[config.mk]
export PLATFORM = sky130hd
export DESIGN_NAME = srl_feeder_flat
export DESIGN_NICKNAME = d
export VERILOG_FILES = /design/src/rtl/srl_feeder_if.sv /design/src/rtl/srl_feeder.sv /design/src/flat_wrapper.sv
export SDC_FILE = /design/constraint.sdc
export NUM_CORES = 1
export LEC_CHECK = 0
export CAP_MARGIN = 20
export CORE_ASPECT_RATIO = 2
export CORE_MARGIN = 1
export CORE_UTILIZATION = 40
export CTS_BUF_LIST = sky130_fd_sc_hd__clkbuf_8 sky130_fd_sc_hd__clkbuf_16
export DETAILED_ROUTE_END_ITERATION = 10
export HOLD_SLACK_MARGIN = 0.12
export PLACE_DENSITY = 0.57
export SETUP_SLACK_MARGIN = 0.5
export SLEW_MARGIN = 10
export SYNTH_ARGS = -nofsm -noshare
export SYNTH_HDL_FRONTEND = slang
export SYNTH_SLANG_ARGS = --single-unit
[constraint.sdc]
create_clock -name clk -period 4.75 [get_ports clk]
set_clock_uncertainty 0.15 [all_clocks]
set_input_delay 0.95 -clock clk [delete_from_list [all_inputs] [get_ports clk]]
set_output_delay 0.95 -clock clk [all_outputs]
set_load 0.05 [all_outputs]
[src/rtl/srl_feeder_if.sv]
// Bundle between srl_feeder and its neighbours: the upstream sample stream,
// the delay-line drive and the status flags.
interface srl_feeder_if #(
    parameter int DATA_WIDTH = 16,
    parameter int FIFO_DEPTH = 4
);
    localparam int LW = $clog2(FIFO_DEPTH) + 1;

    logic                    in_valid;
    logic                    in_ready;
    logic [2*DATA_WIDTH-1:0] in_data;
    logic                    flush;
    logic                    out_ready;
    logic                    srl_ce;
    logic [2*DATA_WIDTH-1:0] srl_din;
    logic                    out_valid;
    logic                    primed;
    logic [LW-1:0]           fifo_level;
    logic                    busy;

    modport master (
        output in_valid, in_data, flush, out_ready,
        input  in_ready, srl_ce, srl_din, out_valid, primed, fifo_level, busy
    );

    modport slave (
        input  in_valid, in_data, flush, out_ready,
        output in_ready, srl_ce, srl_din, out_valid, primed, fifo_level, busy
    );
endinterface

[src/rtl/srl_feeder.sv]
// Feeds the srl delay line from a small FIFO, flags real samples at dout
// and flushes the line with zeros on request.
module srl_feeder #(
    parameter int DATA_WIDTH = 16,
    parameter int REG_NUM    = 32,
    parameter int FIFO_DEPTH = 4
) (
    input logic         clk,
    input logic         rst,
    srl_feeder_if.slave bus
);
    localparam int AW = $clog2(FIFO_DEPTH);
    localparam int LW = AW + 1;
    localparam int CW = $clog2(REG_NUM + 1);
    localparam int SW = CW + 1;

    localparam logic [1:0] S_IDLE  = 2'd0;
    localparam logic [1:0] S_RUN   = 2'd1;
    localparam logic [1:0] S_DRAIN = 2'd2;
    localparam logic [1:0] S_ZERO  = 2'd3;

    logic [2*DATA_WIDTH-1:0] mem [FIFO_DEPTH];
    logic [AW-1:0] wr_ptr;
    logic [AW-1:0] rd_ptr;
    logic [LW-1:0] level;
    logic [1:0]    state;
    logic [1:0]    state_n;
    logic [CW-1:0] cnt;
    logic [CW-1:0] cnt_n;
    logic [CW-1:0] z;
    logic [CW-1:0] z_n;
    logic [SW-1:0] index;
    logic          stream;
    logic          full;
    logic          empty;
    logic          accept;
    logic          avail;
    logic          produce;
    logic          shift;
    logic          pop;
    logic          out_valid;
    logic          primed;
    logic          busy;

    assign stream  = (state == S_RUN) || (state == S_DRAIN);
    assign full    = level == LW'(FIFO_DEPTH);
    assign empty   = level == '0;
    assign accept  = bus.in_valid && bus.in_ready;
    assign avail   = stream ? !empty : (state == S_ZERO);
    // index after this shift; one extra bit keeps cnt + z + 1 from wrapping
    assign index   = SW'(cnt) + SW'(z) + SW'(1);
    assign produce = index >= SW'(REG_NUM);
    assign shift   = avail && (!produce || bus.out_ready);
    assign pop     = shift && stream;

    assign bus.in_ready   = ((state == S_IDLE) || (state == S_RUN)) && !full;
    assign bus.srl_ce     = shift;
    assign bus.srl_din    = stream ? mem[rd_ptr] : '0;
    assign bus.out_valid  = out_valid;
    assign bus.primed     = primed;
    assign bus.busy       = busy;
    assign bus.fifo_level = level;

    always_ff @(posedge clk) begin
        if (accept) mem[wr_ptr] <= bus.in_data;
    end

    always_comb begin
        state_n = state;
        cnt_n   = cnt;
        z_n     = z;
        if (pop && cnt != CW'(REG_NUM)) cnt_n = cnt + CW'(1);
        case (state)
            S_IDLE:  if (accept) state_n = S_RUN;
            S_RUN:   if (bus.flush) state_n = S_DRAIN;
            S_DRAIN: if (empty) state_n = S_ZERO;
            S_ZERO: begin
                if (shift) begin
                    if (z == CW'(REG_NUM - 2)) begin
                        state_n = S_IDLE;
                        cnt_n   = '0;
                        z_n     = '0;
                    end else begin
                        z_n = z + CW'(1);
                    end
                end
            end
            default: state_n = S_IDLE;
        endcase
    end

    always_ff @(posedge clk or negedge rst) begin
        if (!rst) begin
            state     <= S_IDLE;
            wr_ptr    <= '0;
            rd_ptr    <= '0;
            level     <= '0;
            cnt       <= '0;
            z         <= '0;
            out_valid <= 1'b0;
            primed    <= 1'b0;
            busy      <= 1'b0;
        end else begin
            state     <= state_n;
            cnt       <= cnt_n;
            z         <= z_n;
            if (accept) wr_ptr <= wr_ptr + AW'(1);
            if (pop) rd_ptr <= rd_ptr + AW'(1);
            level     <= level + LW'(accept) - LW'(pop);
            out_valid <= shift && produce;
            primed    <= cnt_n == CW'(REG_NUM);
            busy      <= state_n != S_IDLE;
        end
    end
endmodule
[src/flat_wrapper.sv]
// flat-port wrapper written by rule: the top's interface ports become plain ports
module srl_feeder_flat 
#(
    parameter int DATA_WIDTH = 16,
    parameter int REG_NUM    = 32,
    parameter int FIFO_DEPTH = 4
)
  (clk, rst, bus_in_valid, bus_in_data, bus_flush, bus_out_ready, bus_in_ready, bus_srl_ce, bus_srl_din, bus_out_valid, bus_primed, bus_fifo_level, bus_busy);
  srl_feeder_if #(.DATA_WIDTH(DATA_WIDTH), .FIFO_DEPTH(FIFO_DEPTH)) bus_i ();
  input logic clk;
  input logic rst;
  input wire logic [$bits(bus_i.in_valid)-1:0] bus_in_valid;
  input wire logic [$bits(bus_i.in_data)-1:0] bus_in_data;
  input wire logic [$bits(bus_i.flush)-1:0] bus_flush;
  input wire logic [$bits(bus_i.out_ready)-1:0] bus_out_ready;
  output wire logic [$bits(bus_i.in_ready)-1:0] bus_in_ready;
  output wire logic [$bits(bus_i.srl_ce)-1:0] bus_srl_ce;
  output wire logic [$bits(bus_i.srl_din)-1:0] bus_srl_din;
  output wire logic [$bits(bus_i.out_valid)-1:0] bus_out_valid;
  output wire logic [$bits(bus_i.primed)-1:0] bus_primed;
  output wire logic [$bits(bus_i.fifo_level)-1:0] bus_fifo_level;
  output wire logic [$bits(bus_i.busy)-1:0] bus_busy;
  assign bus_i.in_valid = bus_in_valid;
  assign bus_i.in_data = bus_in_data;
  assign bus_i.flush = bus_flush;
  assign bus_i.out_ready = bus_out_ready;
  assign bus_in_ready = bus_i.in_ready;
  assign bus_srl_ce = bus_i.srl_ce;
  assign bus_srl_din = bus_i.srl_din;
  assign bus_out_valid = bus_i.out_valid;
  assign bus_primed = bus_i.primed;
  assign bus_fifo_level = bus_i.fifo_level;
  assign bus_busy = bus_i.busy;
  srl_feeder #(.DATA_WIDTH(DATA_WIDTH), .REG_NUM(REG_NUM), .FIFO_DEPTH(FIFO_DEPTH)) u_core (.clk(clk), .rst(rst), .bus(bus_i));
endmodule
==> flow_metrics.py <==
metrics = {
    "placement": {
        "io_buffers": 76,
        "place_ws_ns": 0.890,
        "dp_hpwl_um": 8060,
        "gp_congestion": 0.782,
        "place_area_sq_mm": 0.00745,
        "dp_cells": 635,
    },
    "die": {
        "start_util_pct": 41.0,
        "die_area_sq_mm": 0.0167,
        "core_sq_mm": 0.0158,
        "io_pins": 77,
        "die_w_um": 91.9,
        "die_h_um": 182,
        "num_rows": 65,
    },
    "finish": {
        "syn_to_final_growth_pct": 24.4,
        "fin_area_sq_mm": 0.00805,
        "drive_gt1_share_pct": 19.3,
        "stdcell_count": 667,
        "diodes": 0,
        "nets": 511,
    },
    "yosys": {
        "synth_cells": 370,
        "async_reset_ff_share_pct": 15.8,
        "synth-seq-cells": 152,
        "synth-edff-count": 128,
        "syn-num-nets": 428,
        "postSynthAreaPerCell_sq_um": 17.5,
        "synth-main-ff-cell": "edfxtp_1",
        "synth_area_sq_mm": 0.00647,
        "yosysUniqueCellTypes": 48,
        "yosysWarnings": 0,
        "seq_area_frac_synth_pct": 68.7,
    },
    "power": {
        "ir_drop_v": 0.000434,
        "p_leak_nw": 2.81,
        "power_density_mw_per_mm2": 766,
    },
    "min_path": {
        "hold_path.class": "reg2reg",
    },
    "setup_path": {
        "path_class": "reg2out",
        "endpoint_kind": "output pin",
        "ff2ff_setup_slack_ns": 1.81,
        "worstRegToRegCells": 9,
        "cp-endpoint": "bus_srl_ce",
        "path_max_fanout": 9,
        "crit_arrival_ns": 2.91,
        "r2r-end": "u_core.bus.fifo_level[1]",
        "startpoint": "u_core.cnt[2]",
        "worstPathRequired_ns": 3.65,
        "start_kind": "flop",
        "reg2reg_from": "u_core.cnt[2]",
    },
    "timing": {
        "finalCritPeriodShare_pct": 84.3,
        "worst_slew_pin_slew_ns": 0.923,
        "finalHoldViolations": 0,
        "timing.setup.tns_ns": 0,
        "max_freq_mhz": 250,
        "timing.final.ws_setup_ns": 0.745,
        "setup_viol": 0,
        "drv_slew": 0,
        "min_period_ns": 4.01,
        "max_slew_margin_pct": 38.4,
        "rsz0062_at_grt": "no",
    },
    "cts": {
        "post_cts_buffers": 0,
        "cts_htree_levels": 4,
        "cts_sinks": 152,
        "clkTransAtPathRegs_ns": 0.07,
        "cts-root-buf": "clkbuf_16",
        "cts_tree": "done",
        "insertion_delay_ns": 0.42,
        "clock_path_buffers": 2,
        "ctsHoldBuffers": 0,
        "ctsResizeCount": 0,
        "cts_buffers": 17,
    },
    "grt": {
        "grt_pass1_vias": 3732,
        "grt.overflow.total": 0,
        "grt_pass1_wl_um": 20200,
        "antenna_found_initial": 0,
        "grt_max_degree": 34,
        "track_usage_pct": 16.5,
    },
    "run_status": {
        "status": "finished, final reports clean",
    },
    "detailed_routing": {
        "drt.antenna.violating_nets": 0,
        "drt-total-wl_um": 12600,
        "dr.pass1.iters": 4,
        "wl_per_cell_um": 18.9,
        "drt_iter0_markers": 107,
        "vias": 3438,
        "drc": 0,
        "via_per_inst": 5.15,
    },
    "job": {
        "maxCapViolations": 0,
    },
}
## worst min path at each step
stage	start	endpoint	slack, ns	cells past startpoint
floorplan	u_core.z[4]	u_core.z[4]	0.34	1
finish	u_core.z[1]	u_core.z[1]	0.44	2
detailed placement	u_core.z[0]	u_core.z[0]	0.42	1
global route	u_core.z[0]	u_core.z[0]	0.46	1
CTS	u_core.z[0]	u_core.z[0]	0.44	1
global placement	u_core.z[0]	u_core.z[0]	0.41	1
## cell families (layout without fill, tap and decap cells)
family / count (synthesis) / count (layout) / share of synthesized area, %
AND/OR/NAND/NOR: 91 / 91 / 8.51
XOR/XNOR: 10 / 10 / 1.35
multiplexers: 34 / 34 / 11.5
AO/OA/AOI/OAI: 32 / 32 / 3.85
flip-flops: 152 / 152 / 68.7
buffers and inverters: 30 / 126 / 1.93
adder cells (fa/ha/maj): 21 / 21 / 4.18
## sequential cells by signal, summed over array words and instances (netlist names)
| register | flops |
|---|---|
| u_core.rd_ptr | 2 |
| u_core.wr_ptr | 2 |
| u_core.mem | 128 |
| u_core.bus.busy | 1 |
| u_core.bus.fifo_level | 3 |
| u_core.bus.primed | 1 |
| u_core.bus.out_valid | 1 |
| u_core.cnt | 6 |
| u_core.state | 2 |
| u_core.z | 6 |
## where the power goes
part	leakage, nW	internal, mW	switching (mW)
registers	1.45	1.74	0.267
clock network	0.292	0.752	0.591
logic	1.07	1.11	1.71
## area by class of cell
type	count	area (sq um)
Tap cell	201	251
Sequential cell	152	4450
Timing Repair Buffer	79	796
Fill cell	1354	7730
Clock buffer	17	425
Clock inverter	15	168
Multi-Input combinational cell	188	1910
Inverter	15	56.3
## synthesized netlist by cell type, types with 6 or more instances
master / count / area, sq um
clkbuf_1: 9 / 33.8
inv_1: 14 / 52.6
nand3_1: 7 / 35.0
a21oi_1: 6 / 30.0
mux4_2: 32 / 721
and2_1: 34 / 213
ha_1: 20 / 250
nor2_1: 12 / 45.0
o21ai_0: 11 / 55.1
edfxtp_1: 128 / 3840
nand2_1: 12 / 45.0
dfrtp_1: 24 / 601
## per-stage QoR
| step | hold WS [ns] | power, mW | util [%] |
|---|---|---|---|
| 3_5_place_dp | 0.421 | 4.91 | 47.2 |
| 6_report | 0.437 | 6.17 | 51.0 |
| 2_1_floorplan | 0.344 | 3.99 | - |
| 3_3_place_gp | 0.412 | 4.86 | 47.2 |
| 4_1_cts | 0.437 | 6.26 | 51.0 |
| 5_1_grt | 0.463 | 6.51 | 51.0 |
## critical path, cell delays in order, from the launching register on
cell	delay, ns
dfrtp_1	0.52
ha_1	0.29
o21ai_0	0.15
a21oi_1	0.10
o21ai_4	0.28
o211a_1	0.30
clkdlybuf4s50_1	0.83
## per-layer routing
layer  up-vias  GRT usage (%)  routed length [um]
met4         0           6.31                 190
met3        13           4.52                 470
met2        71           29.9                7140
met1      1769           17.9                4800
li1       1585              -                   -
met5         -              0                   0
## cell usage in the layout, fill, tap and decap left out, drive strengths merged, types with 2 or more instances in the layout
| cell | n |
|---|---|
| nand2b | 2 |
| and2 | 34 |
| mux4 | 32 |
| o31ai | 4 |
| nor2b | 2 |
| buf | 3 |
| dfrtp | 24 |
| nor3 | 6 |
| clkdlybuf4s50 | 76 |
| o21ai | 12 |
| inv | 26 |
| ha | 20 |
| xnor2 | 5 |
| nand3 | 10 |
| clkinv | 2 |
| nand2 | 13 |
| edfxtp | 128 |
| a21oi | 6 |
| clkbuf | 17 |
| xor2 | 5 |
| nor2 | 13 |
| nor3b | 2 |
| and3 | 5 |
Power figures use the tool's default switching activity.
